--- config.mk ---
export PLATFORM = sky130hd
export DESIGN_NAME = ddr3_cmd_arbiter_flat
export DESIGN_NICKNAME = d
export VERILOG_FILES = /design/src/rtl/ddr3_pkg.sv /design/src/rtl/ddr3_cmd_arbiter_if.sv /design/src/rtl/ddr3_cmd_arbiter.sv /design/src/flat_wrapper.sv
export SDC_FILE = /design/constraint.sdc
export NUM_CORES = 1
export LEC_CHECK = 0
export CORE_ASPECT_RATIO = 0.6
export CORE_MARGIN = 1
export CORE_UTILIZATION = 47
export CTS_CLUSTER_DIAMETER = 100
export DETAILED_ROUTE_END_ITERATION = 8
export PLACE_DENSITY = 0.82
export SYNTH_ARGS = -nofsm -noshare
export SYNTH_HDL_FRONTEND = slang
export SYNTH_SLANG_ARGS = --single-unit
--- constraint.sdc ---
create_clock -name clk -period 6.42 [get_ports clk]
set_input_delay 1.284 -clock clk [delete_from_list [all_inputs] [get_ports clk]]
set_output_delay 1.284 -clock clk [all_outputs]
set_load 0.1 [all_outputs]
--- src/rtl/ddr3_pkg.sv ---
// Shared DDR3 command encoding used by the bank FSMs, the arbiter and the
// command generator.
package ddr3_pkg;

    typedef enum logic [2:0] {
        CMD_NOP       = 3'd0,
        CMD_ACTIVATE  = 3'd1,
        CMD_READ      = 3'd2,
        CMD_WRITE     = 3'd3,
        CMD_PRECHARGE = 3'd4
    } ddr3_cmd_t;

endpackage

--- src/rtl/ddr3_cmd_arbiter_if.sv ---
// Bundle between the per-bank requesters, the command arbiter and the
// downstream DDR3 command generator.
interface ddr3_cmd_arbiter_if #(
    parameter int NUM_BANKS  = 8,
    parameter int ADDR_WIDTH = 14
);
    import ddr3_pkg::*;

    localparam int BANK_W = (NUM_BANKS > 1) ? $clog2(NUM_BANKS) : 1;

    logic [NUM_BANKS-1:0]                 bank_cmd_valid;
    ddr3_cmd_t [NUM_BANKS-1:0]            bank_cmd_type;
    logic [NUM_BANKS-1:0][ADDR_WIDTH-1:0] bank_cmd_addr;
    logic [NUM_BANKS-1:0]                 bank_cmd_grant;

    logic                                 out_cmd_valid;
    ddr3_cmd_t                            out_cmd_type;
    logic [BANK_W-1:0]                    out_cmd_bank;
    logic [ADDR_WIDTH-1:0]                out_cmd_addr;

    // Requester / consumer side (bank FSMs and command generator).
    modport master (
        output bank_cmd_valid, bank_cmd_type, bank_cmd_addr,
        input  bank_cmd_grant,
        input  out_cmd_valid, out_cmd_type, out_cmd_bank, out_cmd_addr
    );

    // Arbiter side.
    modport slave (
        input  bank_cmd_valid, bank_cmd_type, bank_cmd_addr,
        output bank_cmd_grant,
        output out_cmd_valid, out_cmd_type, out_cmd_bank, out_cmd_addr
    );

endinterface

--- src/rtl/ddr3_cmd_arbiter.sv ---
// Round-robin arbiter for the shared DDR3 command bus. Each bank FSM posts one
// command; the arbiter grants at most one per cycle, honouring tRRD (ACT to
// ACT), tCCD (column to column) and tFAW (four-activate window), and registers
// the granted command towards the command generator.
module ddr3_cmd_arbiter
    import ddr3_pkg::*;
#(
    parameter int NUM_BANKS  = 8,
    parameter int TRRD       = 4,
    parameter int TCCD       = 4,
    parameter int TFAW       = 20,
    parameter int ADDR_WIDTH = 14
) (
    input  logic               clk,
    input  logic               rst_n,
    ddr3_cmd_arbiter_if.slave  bus
);

    localparam int BANK_W    = (NUM_BANKS > 1) ? $clog2(NUM_BANKS) : 1;
    localparam int MAX_T_A   = (TRRD > TCCD) ? TRRD : TCCD;
    localparam int MAX_T     = (MAX_T_A > TFAW) ? MAX_T_A : TFAW;
    localparam int CNT_W     = $clog2(MAX_T + 1);
    localparam int FAW_SLOTS = 4;

    logic [BANK_W-1:0]                rr_ptr_q, rr_ptr_d;
    logic [CNT_W-1:0]                 trrd_cnt_q, trrd_cnt_d;
    logic [CNT_W-1:0]                 tccd_cnt_q, tccd_cnt_d;
    logic [FAW_SLOTS-1:0][CNT_W-1:0]  faw_cnt_q, faw_cnt_d;
    logic                             out_valid_q, out_valid_d;
    ddr3_cmd_t                        out_type_q, out_type_d;
    logic [BANK_W-1:0]                out_bank_q, out_bank_d;
    logic [ADDR_WIDTH-1:0]            out_addr_q, out_addr_d;

    logic [FAW_SLOTS-1:0]             faw_busy_s;
    logic                             faw_full_s;
    logic [NUM_BANKS-1:0]             eligible_s;
    logic                             grant_found_s;
    logic [BANK_W-1:0]                grant_idx_s;
    ddr3_cmd_t                        grant_type_s;
    logic [ADDR_WIDTH-1:0]            grant_addr_s;
    logic                             grant_act_s;
    logic                             grant_col_s;

    // Decide which requesters may issue this cycle under the timing windows.
    always_comb begin
        for (int s = 0; s < FAW_SLOTS; s++) begin
            faw_busy_s[s] = (faw_cnt_q[s] != {CNT_W{1'b0}});
        end
        faw_full_s = &faw_busy_s;
        for (int i = 0; i < NUM_BANKS; i++) begin
            case (bus.bank_cmd_type[i])
                CMD_ACTIVATE:  eligible_s[i] = (trrd_cnt_q == {CNT_W{1'b0}}) && !faw_full_s;
                CMD_READ,
                CMD_WRITE:     eligible_s[i] = (tccd_cnt_q == {CNT_W{1'b0}});
                CMD_PRECHARGE: eligible_s[i] = 1'b1;
                default:       eligible_s[i] = 1'b0;
            endcase
            // Requests are ignored entirely while reset is held.
            eligible_s[i] = eligible_s[i] && bus.bank_cmd_valid[i] && rst_n;
        end
    end

    // Pick the first eligible requester at or after the round-robin pointer.
    always_comb begin
        int cand;
        grant_found_s = 1'b0;
        grant_idx_s   = {BANK_W{1'b0}};
        cand          = 0;
        for (int k = 0; k < NUM_BANKS; k++) begin
            cand = int'(rr_ptr_q) + k;
            if (cand >= NUM_BANKS) begin
                cand = cand - NUM_BANKS;
            end else begin
                cand = cand;
            end
            if (!grant_found_s && eligible_s[cand]) begin
                grant_found_s = 1'b1;
                grant_idx_s   = BANK_W'(cand);
            end else begin
                grant_found_s = grant_found_s;
            end
        end
        grant_type_s = bus.bank_cmd_type[grant_idx_s];
        grant_addr_s = bus.bank_cmd_addr[grant_idx_s];
        grant_act_s  = grant_found_s && (grant_type_s == CMD_ACTIVATE);
        grant_col_s  = grant_found_s && ((grant_type_s == CMD_READ) || (grant_type_s == CMD_WRITE));
    end

    // One-hot grant back to the winning bank FSM in the selection cycle.
    always_comb begin
        bus.bank_cmd_grant = {NUM_BANKS{1'b0}};
        if (grant_found_s) begin
            bus.bank_cmd_grant[grant_idx_s] = 1'b1;
        end else begin
            bus.bank_cmd_grant = {NUM_BANKS{1'b0}};
        end
    end

    // Next-state for pointer, timing counters and the registered output command.
    always_comb begin
        logic faw_loaded;
        if (grant_found_s) begin
            rr_ptr_d = (grant_idx_s == BANK_W'(NUM_BANKS - 1)) ? {BANK_W{1'b0}}
                                                               : grant_idx_s + BANK_W'(1);
        end else begin
            rr_ptr_d = rr_ptr_q;
        end

        if (grant_act_s) begin
            trrd_cnt_d = CNT_W'(TRRD - 1);
        end else if (trrd_cnt_q != {CNT_W{1'b0}}) begin
            trrd_cnt_d = trrd_cnt_q - CNT_W'(1);
        end else begin
            trrd_cnt_d = trrd_cnt_q;
        end

        if (grant_col_s) begin
            tccd_cnt_d = CNT_W'(TCCD - 1);
        end else if (tccd_cnt_q != {CNT_W{1'b0}}) begin
            tccd_cnt_d = tccd_cnt_q - CNT_W'(1);
        end else begin
            tccd_cnt_d = tccd_cnt_q;
        end

        // An ACTIVATE claims the lowest idle slot; busy slots count down.
        faw_loaded = 1'b0;
        for (int s = 0; s < FAW_SLOTS; s++) begin
            if (grant_act_s && !faw_loaded && !faw_busy_s[s]) begin
                faw_cnt_d[s] = CNT_W'(TFAW - 1);
                faw_loaded   = 1'b1;
            end else if (faw_busy_s[s]) begin
                faw_cnt_d[s] = faw_cnt_q[s] - CNT_W'(1);
            end else begin
                faw_cnt_d[s] = faw_cnt_q[s];
            end
        end

        if (grant_found_s) begin
            out_valid_d = 1'b1;
            out_type_d  = grant_type_s;
            out_bank_d  = grant_idx_s;
            out_addr_d  = grant_addr_s;
        end else begin
            out_valid_d = 1'b0;
            out_type_d  = CMD_NOP;
            out_bank_d  = {BANK_W{1'b0}};
            out_addr_d  = {ADDR_WIDTH{1'b0}};
        end
    end

    // State and output registers with asynchronous clear.
    always_ff @(posedge clk or negedge rst_n) begin
        if (!rst_n) begin
            rr_ptr_q    <= {BANK_W{1'b0}};
            trrd_cnt_q  <= {CNT_W{1'b0}};
            tccd_cnt_q  <= {CNT_W{1'b0}};
            faw_cnt_q   <= {(FAW_SLOTS*CNT_W){1'b0}};
            out_valid_q <= 1'b0;
            out_type_q  <= CMD_NOP;
            out_bank_q  <= {BANK_W{1'b0}};
            out_addr_q  <= {ADDR_WIDTH{1'b0}};
        end else begin
            rr_ptr_q    <= rr_ptr_d;
            trrd_cnt_q  <= trrd_cnt_d;
            tccd_cnt_q  <= tccd_cnt_d;
            faw_cnt_q   <= faw_cnt_d;
            out_valid_q <= out_valid_d;
            out_type_q  <= out_type_d;
            out_bank_q  <= out_bank_d;
            out_addr_q  <= out_addr_d;
        end
    end

    assign bus.out_cmd_valid = out_valid_q;
    assign bus.out_cmd_type  = out_type_q;
    assign bus.out_cmd_bank  = out_bank_q;
    assign bus.out_cmd_addr  = out_addr_q;

endmodule

--- src/flat_wrapper.sv ---
// flat-port wrapper written by rule: the top's interface ports become plain ports
module ddr3_cmd_arbiter_flat import ddr3_pkg::*;
#(
    parameter int NUM_BANKS  = 8,
    parameter int TRRD       = 4,
    parameter int TCCD       = 4,
    parameter int TFAW       = 20,
    parameter int ADDR_WIDTH = 14
)
  (clk, rst_n, bus_bank_cmd_valid, bus_bank_cmd_type, bus_bank_cmd_addr, bus_bank_cmd_grant, bus_out_cmd_valid, bus_out_cmd_type, bus_out_cmd_bank, bus_out_cmd_addr);
  ddr3_cmd_arbiter_if #(.NUM_BANKS(NUM_BANKS), .ADDR_WIDTH(ADDR_WIDTH)) bus_i ();
  input  logic clk;
  input  logic rst_n;
  input wire logic [$bits(bus_i.bank_cmd_valid)-1:0] bus_bank_cmd_valid;
  input wire logic [$bits(bus_i.bank_cmd_type)-1:0] bus_bank_cmd_type;
  input wire logic [$bits(bus_i.bank_cmd_addr)-1:0] bus_bank_cmd_addr;
  output wire logic [$bits(bus_i.bank_cmd_grant)-1:0] bus_bank_cmd_grant;
  output wire logic [$bits(bus_i.out_cmd_valid)-1:0] bus_out_cmd_valid;
  output wire logic [$bits(bus_i.out_cmd_type)-1:0] bus_out_cmd_type;
  output wire logic [$bits(bus_i.out_cmd_bank)-1:0] bus_out_cmd_bank;
  output wire logic [$bits(bus_i.out_cmd_addr)-1:0] bus_out_cmd_addr;
  assign bus_i.bank_cmd_valid = bus_bank_cmd_valid;
  assign bus_i.bank_cmd_type = bus_bank_cmd_type;
  assign bus_i.bank_cmd_addr = bus_bank_cmd_addr;
  assign bus_bank_cmd_grant = bus_i.bank_cmd_grant;
  assign bus_out_cmd_valid = bus_i.out_cmd_valid;
  assign bus_out_cmd_type = bus_i.out_cmd_type;
  assign bus_out_cmd_bank = bus_i.out_cmd_bank;
  assign bus_out_cmd_addr = bus_i.out_cmd_addr;
  ddr3_cmd_arbiter #(.NUM_BANKS(NUM_BANKS), .TRRD(TRRD), .TCCD(TCCD), .TFAW(TFAW), .ADDR_WIDTH(ADDR_WIDTH)) u_core (.clk(clk), .rst_n(rst_n), .bus(bus_i));
endmodule
==> results <==
- The run finished with clean final reports.
- CTS saw 54 sinks.
- The remaining global-route overflow is 0.
- For the worst setup path, the data required time is 5.14 ns.
- After detailed routing, the number of vias per cell comes to 6.372.
- The setup skew after layout is 0.007426 ns.
- The peak clock frequency supported by timing is 160.8 MHz.
- The worst setup path is launched from a primary input.
- Clock tree synthesis selected as its root buffer the cell sky130_fd_sc_hd__clkbuf_16.
- The count of nets after finishing is 979.
- In this run the cell area of the synthesized design comes to 0.005289 mm^2.
- The headroom to the max-slew limit is 29.59%.
- Counting the buffers created by CTS gives 5.
- The leading register cell type out of synthesis is sky130_fd_sc_hd__dfrtp_1.
- The first global-routing pass estimated 31.53 mm of wire.
- In the final routed layout, each cell accounts on average for 21.49 um.
- For this run, the share of the core covered by cells in the final layout is 71.71%.
- Leaving out fill and tap cells, the most frequent cell in the layout is sky130_fd_sc_hd__clkdlybuf4s50_1.
- After floorplanning, the core was sized to cover 0.01074 mm^2.
- Routability-driven placement finished with a final weighted congestion of 0.9853.
- The worst register-to-register path has a setup slack of 0.94 ns.
- On the critical path, the stage with the largest delay is an instance of sky130_fd_sc_hd__clkdlybuf4s50_1.
- By instance count, the cell type seen most on the critical path is sky130_fd_sc_hd__nor2_1.
- The share of final-layout standard cells stronger than drive strength 1 is 15.28%.
- The maximum buffer depth of the clock tree is 2.
- The synthesized instance count is 617.
- The detail route stage leaves a number of antenna-violating nets equal to 0.
- The path class of the tightest hold or removal check is flop to flop.
- The number of distinct library cell variants in the gate-level netlist after synthesis is 85.
- After detailed routing, the number of remaining DRC violations is 0.
- Across the run, the number of max-cap violations was 0.
- The cell family contributing the most delay on the critical path is compound AO/OA/AOI/OAI gates.
- The total iterations of the first detailed-routing run is 7.
- The number of warnings issued by yosys is 0.
- The arrival time of the worst setup path is 4.93 ns.
- The clock latency of the later-clocked register in the worst-skew pair is 0.31 ns.
- Counting flops with a built-in enable in the synthesized netlist gives 0.
- The sequential share of the synthesized area is 25.55%.
- For this block, the initial DRC count from the detailed router was 641.
- The count of input and output buffers is 174.
- STA classifies the critical path endpoint as an output pin.
- The library cells used most frequently in the layout, excluding fill and tap cells, are sky130_fd_sc_hd__clkdlybuf4s50_1 (165), sky130_fd_sc_hd__nand2_1 (64), sky130_fd_sc_hd__dfrtp_1 (54), sky130_fd_sc_hd__buf_4 (50), sky130_fd_sc_hd__nor2_1 (47).
- The number of slew-limit violations in the final report was 0.
- The count of boundary I/O pins is 175.
- Walking the worst path, the cells encountered are clkdlybuf4s50_1 > and3b_1 > a32oi_2 > nor2_1 > o31a_1 > or3_1 > o311a_1 > nand4bb_4 > a311oi_1 > a31oi_2 > inv_2 > nand2_1 > nor2_1 > buf_12.
- The post-CTS clock slew at the launch and capture registers of the worst setup and hold paths is 0.07 ns.
- The via count of the first global-routing pass is 5918.
- The CTS tree is yes.
- Together, buffers and inverters on the worst path number 3.
- The mean instance size in the synthesized netlist is 8.572 um^2.
- The global-route total usage across every layer is 35.15%.
- The pin count of the biggest net entering global routing is 51.
- The final count of hold timing violations is 0.
- Once detailed placement completed, the half-perimeter wirelength came to 16.53 mm.
- For the pin with the worst max-slew slack, the measured transition is 1.053 ns.
- The classification of the worst setup path is primary input to output pin.
- Setup repair after global routing left no endpoint under its margin.
- Counting flops and latches in the post-synthesis netlist gives 54.
- The routed design could run at a clock period as short as 6.218 ns.
- The area overhead of the layout relative to synthesis is 45.64%.
- The H-tree generated during clock tree synthesis spans 2 levels.
- For this configuration, the core starts out at a cell density of 49.24%.
- Counting every net in the synthesized netlist gives 779.
- Setup violations remaining at the end of the flow were counted as 0.
- Of the available clock period, the critical path in the final layout requires 96.85%.
- The wire length reported by the detailed router is 20.56 mm.
- The via count of the routed design is 6098.
- The share of flip-flops with an asynchronous set or reset after synthesis is 100.0%.
- The repair_antennas step left the layout with diodes totalling 0.
- The number of placement rows is 29.
- For this run, the slowest stage of the critical path takes 0.54 ns.
- The number of antenna violations at the first check in global routing is 1.
- The die covers 0.01170 mm^2.
- The die extent in x is 138.9 um.
- The overall die height is 84.17 um.
- The top fanout value on the critical path is 6.
## worst reg2reg max path, cell delays in order (launching register included)
cell and delay (ns):
sky130_fd_sc_hd__dfrtp_1 0.36, sky130_fd_sc_hd__inv_1 0.09, sky130_fd_sc_hd__ha_1 0.27, sky130_fd_sc_hd__nor4b_2 0.22
sky130_fd_sc_hd__o41ai_4 0.76, sky130_fd_sc_hd__o21a_1 0.33, sky130_fd_sc_hd__o22ai_1 0.15, sky130_fd_sc_hd__or3_1 0.43
sky130_fd_sc_hd__o311a_1 0.44, sky130_fd_sc_hd__nand4bb_4 0.24, sky130_fd_sc_hd__o21a_1 0.38, sky130_fd_sc_hd__clkinv_8 0.11
sky130_fd_sc_hd__buf_4 0.26, sky130_fd_sc_hd__mux2_2 0.42, sky130_fd_sc_hd__o32ai_2 0.32, sky130_fd_sc_hd__a41o_4 0.33
sky130_fd_sc_hd__a31oi_4 0.11, sky130_fd_sc_hd__mux2i_1 0.15
## state kept, by name, indices dropped and copies added, names as in the netlist
| register | cells |
|---|---|
| u_core.faw_cnt_q | 20 |
| u_core.bus.out_cmd_addr | 14 |
| u_core.tccd_cnt_q | 5 |
| u_core.trrd_cnt_q | 5 |
| u_core.bus.out_cmd_bank | 3 |
| u_core.bus.out_cmd_type | 3 |
| u_core.rr_ptr_q | 3 |
| u_core.bus.out_cmd_valid | 1 |
## Yosys cell counts, types with 14 or more instances
| master | number | area share, % |
|---|---|---|
| sky130_fd_sc_hd__ha_1 | 16 | 3.8 |
| sky130_fd_sc_hd__inv_1 | 30 | 2.1 |
| sky130_fd_sc_hd__a31oi_1 | 14 | 1.7 |
| sky130_fd_sc_hd__nor2_1 | 50 | 3.5 |
| sky130_fd_sc_hd__dfrtp_1 | 54 | 26 |
| sky130_fd_sc_hd__mux2_2 | 16 | 3.4 |
| sky130_fd_sc_hd__nand3_1 | 25 | 2.4 |
| sky130_fd_sc_hd__o21ai_0 | 27 | 2.6 |
| sky130_fd_sc_hd__o221ai_1 | 24 | 4.0 |
| sky130_fd_sc_hd__nand2_1 | 64 | 4.5 |
| sky130_fd_sc_hd__clkbuf_1 | 17 | 1.2 |
| sky130_fd_sc_hd__mux2i_1 | 38 | 7.2 |
| sky130_fd_sc_hd__a21oi_1 | 28 | 2.6 |
| sky130_fd_sc_hd__nor3_1 | 19 | 1.8 |
## path summary, 6_finish.rpt
check | start | to | cells past startpoint
setup / recovery | bus_bank_cmd_type[17] | bus_bank_cmd_grant[3] | 14
hold / removal | u_core.tccd_cnt_q[1] | u_core.tccd_cnt_q[1] | 2
setup reg to reg | u_core.faw_cnt_q[10] | u_core.faw_cnt_q[16] | 17
hold reg to reg | u_core.tccd_cnt_q[1] | u_core.tccd_cnt_q[1] | 2
max in group asynchronous | rst_n | u_core.bus.out_cmd_addr[12] | 2
min in group asynchronous | rst_n | u_core.bus.out_cmd_addr[7] | 2
## metal layers
metal,global-route usage [%],vias up,wire [um]
met3,11.18,37,2376
met4,8.182,2,371
met2,54.55,380,9023
li1,-,2769,-
met1,47.79,2910,8782
met5,0,-,9
## repair_timing
| action | 4_1_cts | 5_1_grt |
|---|---|---|
| gates resized for setup | 0 | 3 |
| setup buffers | 0 | 3 |
| hold buffers | 0 | 0 |
| setup endpoints to repair | 0 | 4 |
| hold endpoints to repair | 0 | 0 |
## per-stage QoR
stage / instance area (um^2) / setup slack, ns / hold slack, ns / std cells / TNS (ns)
floorplan: 5301 / -0.05924 / 0.4797 / 617 / -0.1103
global placement: 7505 / 0.2970 / 0.4978 / 946 / 0
detailed placement: 7505 / 0.1647 / 0.5095 / 946 / 0
CTS: 7659 / 0.1599 / 0.5299 / 954 / 0
global route: 7702 / 0.04098 / 0.5737 / 957 / 0
finish: 7702 / 0.2020 / 0.5362 / 957 / 0
## cells by family (layout without fill, tap and decap cells)
logic type	count (synthesis)	count (layout)	synth area share, %
and+or+nand+nor	218	218	22.78
xor gates and xnor gates	15	15	2.484
adders and majority gates	16	16	3.785
muxes	61	61	13.44
buffers and inverters	66	267	5.489
AOI/OAI and AO/OA	187	187	26.47
DFF	54	54	25.55
## final cells by class
cell class | count | area, um^2
inverter | 35 | 143.9
multi-input combinational | 497 | 3687
clock buffer | 5 | 125.1
timing repair buffer | 224 | 2192
tap | 139 | 173.9
sequential | 54 | 1351
fill | 773 | 3038
clock inverter | 3 | 28.78
Power is left out: the tool's default activity adds up to more than one toggle a clock period on the data nets, which glitch-free logic cannot reach.
